File: src/rtl/pio_pin_allocator.sv
// Per-pin ownership table: round-robin claim/release arbitration with conflict checks.
// Accept->response is 2 cycles (one request per 3 cycles); requesters hold req_valid until req_ready.
module pio_pin_allocator #(
  parameter int NUM_CORES = 4,
  parameter int NUM_PINS  = 32,
  parameter int CORE_W    = (NUM_CORES > 1) ? $clog2(NUM_CORES) : 1
) (
  input  logic                                 clk_i,
  input  logic                                 rst_ni,
  input  logic [NUM_CORES-1:0]                 req_valid_i,
  input  logic [NUM_CORES-1:0]                 req_claim_i,
  input  logic [NUM_CORES-1:0][NUM_PINS-1:0]   req_mask_i,
  output logic [NUM_CORES-1:0]                 req_ready_o,
  input  logic [NUM_CORES-1:0]                 force_release_i,
  output logic [NUM_CORES-1:0]                 resp_valid_o,
  output logic                                 resp_granted_o,
  output logic [NUM_PINS-1:0]                  resp_conflict_o,
  output logic [NUM_PINS-1:0][CORE_W-1:0]      core_select_o,
  output logic [NUM_PINS-1:0]                  pin_owned_o
);

  typedef enum logic [1:0] {IDLE, EXEC, RESP} state_e;

  typedef struct packed {
    logic [CORE_W-1:0]   core;
    logic                claim;
    logic [NUM_PINS-1:0] mask;
  } req_t;

  state_e                          state_q, state_d;
  logic [CORE_W-1:0]               rr_q, rr_d;
  req_t                            req_q, req_d;
  logic                            gnt_q, gnt_d;
  logic [NUM_PINS-1:0]             conf_q, conf_d;
  logic [NUM_PINS-1:0]             owned_q, owned_d, owned_x;
  logic [NUM_PINS-1:0][CORE_W-1:0] sel_q, sel_d, sel_x;
  logic                            found;
  logic [CORE_W-1:0]               pick;
  logic [NUM_PINS-1:0]             conflict;

  always_comb begin
    found = 1'b0;
    pick  = '0;
    for (int i = 0; i < NUM_CORES; i++) begin
      if (!found && req_valid_i[(int'(rr_q) + i) % NUM_CORES]) begin
        found = 1'b1;
        pick  = CORE_W'((int'(rr_q) + i) % NUM_CORES);
      end
    end
  end

  always_comb begin
    conflict = '0;
    for (int p = 0; p < NUM_PINS; p++) begin
      conflict[p] = req_q.mask[p] & owned_q[p] & (sel_q[p] != req_q.core);
    end
  end

  always_comb begin
    state_d     = state_q;
    rr_d        = rr_q;
    req_d       = req_q;
    gnt_d       = gnt_q;
    conf_d      = conf_q;
    owned_x     = owned_q;
    sel_x       = sel_q;
    req_ready_o = '0;
    case (state_q)
      IDLE: begin
        if (found) begin
          req_ready_o[pick] = 1'b1;
          req_d.core        = pick;
          req_d.claim       = req_claim_i[pick];
          req_d.mask        = req_mask_i[pick];
          rr_d              = (pick == CORE_W'(NUM_CORES - 1)) ? '0 : pick + CORE_W'(1);
          state_d           = EXEC;
        end
      end
      EXEC: begin
        conf_d = conflict;
        if (req_q.claim) begin
          // All-or-nothing: any foreign-owned pin in the mask rejects the whole claim.
          gnt_d = (conflict == '0);
          if (conflict == '0) begin
            for (int p = 0; p < NUM_PINS; p++) begin
              if (req_q.mask[p]) begin
                owned_x[p] = 1'b1;
                sel_x[p]   = req_q.core;
              end
            end
          end
        end else begin
          gnt_d = 1'b1;
          for (int p = 0; p < NUM_PINS; p++) begin
            if (req_q.mask[p] && owned_q[p] && (sel_q[p] == req_q.core)) begin
              owned_x[p] = 1'b0;
              sel_x[p]   = '0;
            end
          end
        end
        state_d = RESP;
      end
      RESP:    state_d = IDLE;
      default: state_d = IDLE;
    endcase
  end

  // Force-release lands after the EXEC write so a same-cycle claim by that core nets to released.
  always_comb begin
    owned_d = owned_x;
    sel_d   = sel_x;
    for (int p = 0; p < NUM_PINS; p++) begin
      if (owned_x[p] && force_release_i[sel_x[p]]) begin
        owned_d[p] = 1'b0;
        sel_d[p]   = '0;
      end
    end
  end

  always_ff @(posedge clk_i or negedge rst_ni) begin
    if (!rst_ni) begin
      state_q <= IDLE;
      rr_q    <= '0;
      req_q   <= '0;
      gnt_q   <= 1'b0;
      conf_q  <= '0;
      owned_q <= '0;
      sel_q   <= '0;
    end else begin
      state_q <= state_d;
      rr_q    <= rr_d;
      req_q   <= req_d;
      gnt_q   <= gnt_d;
      conf_q  <= conf_d;
      owned_q <= owned_d;
      sel_q   <= sel_d;
    end
  end

  assign resp_valid_o    = (state_q == RESP) ? (NUM_CORES'(1) << req_q.core) : '0;
  assign resp_granted_o  = (state_q == RESP) && gnt_q;
  assign resp_conflict_o = (state_q == RESP) ? conf_q : '0;
  assign core_select_o   = sel_q;
  assign pin_owned_o     = owned_q;

endmodule

File: config.mk
export PLATFORM = sky130hd
export DESIGN_NAME = pio_pin_allocator
export DESIGN_NICKNAME = d
export VERILOG_FILES = /design/src/rtl/pio_pin_allocator.sv
export SDC_FILE = /design/constraint.sdc
export NUM_CORES = 1
export LEC_CHECK = 0
export CAP_MARGIN = 10
export CORE_MARGIN = 2
export CORE_UTILIZATION = 30
export DETAILED_ROUTE_END_ITERATION = 7
export SETUP_SLACK_MARGIN = 0.15
export SYNTH_ARGS = -nofsm -noshare
export SYNTH_HDL_FRONTEND = slang
export SYNTH_SLANG_ARGS = --single-unit
File: constraint.sdc
create_clock -name clk_i -period 4.4 [get_ports clk_i]
set_input_delay 0.88 -clock clk_i [delete_from_list [all_inputs] [get_ports clk_i]]
set_output_delay 0.88 -clock clk_i [all_outputs]
set_load 0.005 [all_outputs]
==> run metrics <==
fin. max-slew vios=0; simple logic cell fraction of the synthesized area=0.318; Yosys cell types=58; DRT Pass-1 Iters=6; FF+latch count, synth=168; endpoints failing setup=0; CTS Sinks=168; slew margin rel.=0.365; Ys Warns=0; top_reg_cell synth=dfrtp_1; RSZ-0062 raised after global routing=no; maximum buffer depth of the clock tree=2; pin count of the biggest net entering global routing=80; Mapped Avg Cell Area=7.80 um^2; FP Rows=76; crit start category=register; initial antenna violation count=0; Die Area=44900 um^2; H-tree depth=4; Post-Syn Instances=1664; Die Wd=212 um; pre-CTS setup slack=0.384 ns; ys async rst share=1.00; commonest cells in the netlist=nand2_1 (413), dfrtp_1 (168), nand3_1 (135); area share of fa/ha/maj cells after synthesis=0.00386; status=completed; register area=4210 um^2; layout cells sized above 1=0.0880; Tcrit/Tclk final=0.928; Setup Skew=0.0210 ns; critical path type=register to register; IO buf count=278; Psw=0.00530 W; Achievable Freq=245 MHz; cell type with the highest aggregate area in the netlist=dfrtp_1; ant diodes=0; Tmin final=4.08 ns; Post-Synth XOR/XNOR Area=0.0432; TritonCTS clock tree=yes; Worst-path clk slew=0.07 ns; total clock buffers created by CTS=17; drc violations=0; drt initial violations=1122; Clock power frac=0.149; CTS root buf=clkbuf_16; post_cts resized=0; routed wire length=51.8 mm; Post-synth EDFFs=0; Final Hold Fails=0; Compound-Gate Fraction of Synth Area=0.158; delay of the slowest critical-path stage=0.73 ns; worst hold-check path type=input port to asynchronous set/reset pin; Slew @ Worst Pin=0.949 ns; post-CTS setup buffers=0; Seq pwr share=0.277; GPL Wtd Cong=0.861; Placed Area=16400 um^2; CTS Hold Bufs=0; final net count=2031; Slowest cell on crit path=or4_1; critical path peak fanout=33; WL/cell=20.9 um; worst ir drop on vdd=0.300 mV; HPWL after DPL=37.2 mm; Sw Share=0.482; mapped cell area=13000 um^2; Power Density=645 nW/um^2; final setup margin=0.318 ns; multi-input logic area=8180 um^2; top post-synthesis cells by area=dfrtp_1 (32%), nand2_1 (12%), mux2i_1 (6.8%), nand3_1 (5.2%), o21ai_0 (4.0%); Comb pwr share=0.574; Final ANT Viol Nets=0; setup_tns=0 ns; post-synth top area share=0.324; WP buf/inv=2; Die H=212 um; Layout fillers=4352; Worst Path Arrival=4.39 ns; Std-Cell Core Area=42900 um^2; IO Pins=279; vias in the first global route=13100; sequential area share after synthesis=0.324; Lkg Pwr=7.38 nW; Worst-Skew Late Latency=0.45 ns; initial core utilization=0.303; post-synthesis to final-layout area growth=31.3%; post-route cell area=17000 um^2; number of max-cap violations=0; CP top delay family=simple AND/OR/NAND/NOR gates; post-synthesis mux area share=0.106; Worst Path Required=4.71 ns; grt ovf=0; Vias=13400; crit path cell chain=buf_12, xor2_1, o21bai_1, nand2_1, or4_1, buf_12, or4_1, mux2_4, a22oi_1, mux2i_1; syn_nets=1810; top-count cell post-synth=nand2_1; Internal=0.00570 W; global-route wire length before repair=78.4 mm; GRT Total Usage=0.229; Worst Setup End Kind=register; main combinational cell family by area after synthesis=simple AND/OR/NAND/NOR gates; Via density=5.40
power by group through the flow:
stage / Clock, W / Combinational, W / Sequential [W]
3_5_place_dp: 0 / 0.00626 / 0.00306
2_1_floorplan: 0 / 0.00396 / 0.00263
5_1_grt: 0.00172 / 0.00688 / 0.00312
3_3_place_gp: 0 / 0.00617 / 0.00305
6_report: 0.00164 / 0.00631 / 0.00304
4_1_cts: 0.00166 / 0.00629 / 0.00304
per-stage QoR:
step,hold slack (ns),cells,util,total power [W]
2_1_floorplan,0.438,1664,-,0.00659
3_3_place_gp,0.455,2451,0.383,0.00922
3_5_place_dp,0.458,2451,0.383,0.00932
4_1_cts,0.475,2483,0.398,0.0110
5_1_grt,0.495,2483,0.398,0.0117
6_report,0.470,2483,0.398,0.0110
per-layer routing:
layer | vias to the layer above | share of wire | wire length, um | global-route usage
li1 | 6288 | - | - | -
met2 | 601 | 0.47 | 24100 | 0.374
met1 | 6427 | 0.43 | 22100 | 0.300
met3 | 86 | 0.079 | 4100 | 0.0433
met4 | 0 | 0.029 | 1520 | 0.0847
met5 | - | 0 | 0 | 0
registers in the layout (all words and copies together) (netlist names):
| signal | cells |
|---|---|
| state_q | 2 |
| conf_q | 32 |
| core_select_o | 64 |
| gnt_q | 1 |
| rr_q | 2 |
| req_q | 35 |
| pin_owned_o | 32 |
final timing paths:
kind	endpoint	slack (ns)	cells past startpoint	startpoint
setup / recovery	pin_owned_o[27]$_DFF_PN0_	0.32	10	req_q[34]$_DFFE_PN0P_
hold / removal	core_select_o[32]$_DFF_PN0_	0.47	1	rst_ni
setup reg to reg	pin_owned_o[27]$_DFF_PN0_	0.32	10	req_q[34]$_DFFE_PN0P_
hold reg to reg	conf_q[0]$_DFFE_PN0N_	0.47	2	conf_q[0]$_DFFE_PN0N_
max in group asynchronous	core_select_o[29]$_DFF_PN0_	2.84	2	rst_ni
min in group clk_i	conf_q[0]$_DFFE_PN0N_	0.47	2	conf_q[0]$_DFFE_PN0N_
logic make-up after synthesis:
logic type	Yosys count
buffers and inverters	140
AOI/OAI and AO/OA	308
adders and majority gates	4
and+or+nand+nor	857
muxes	123
DFF	168
xor gates and xnor gates	64
area by class of cell:
class / count / share of cell area
Clock buffer: 20 / 0.0268
Clock inverter: 12 / 0.00954
Inverter: 9 / 0.00198
Multi-Input combinational cell: 1356 / 0.480
Sequential cell: 168 / 0.247
Tap cell: 585 / 0.0429
Timing Repair Buffer: 333 / 0.192
placed cells by master, fill, tap and decap left out, types with 4 or more instances in the layout:
master,netlist,final
nor3b_1,9,9
dfrtp_1,168,166
inv_6,0,4
nand4_1,23,23
xor2_1,50,50
nand2_1,413,413
mux2i_1,88,88
or4_4,11,11
nand2b_1,26,25
clkdlybuf4s50_1,0,277
and3_1,22,22
nor4_1,13,12
nor2b_1,12,11
buf_12,0,6
a22oi_1,29,29
mux2_2,5,5
buf_4,10,49
a21boi_0,9,9
o21bai_1,9,9
inv_1,5,4
nand3b_1,20,20
o221ai_1,10,10
o22ai_1,10,10
clkbuf_16,0,17
or2_0,7,7
or4_1,23,23
o2bb2ai_1,10,10
xnor2_1,14,14
o21ai_0,103,103
nand3_1,135,135
ha_1,4,4
o21a_1,10,10
nor3_1,8,7
mux2_4,18,18
and2_1,54,54
o211ai_1,23,23
mux2i_2,11,11
nor2_1,70,70
a2111oi_2,18,18
a21oi_1,65,65
No activity file was read; power rests on OpenSTA's default activity.
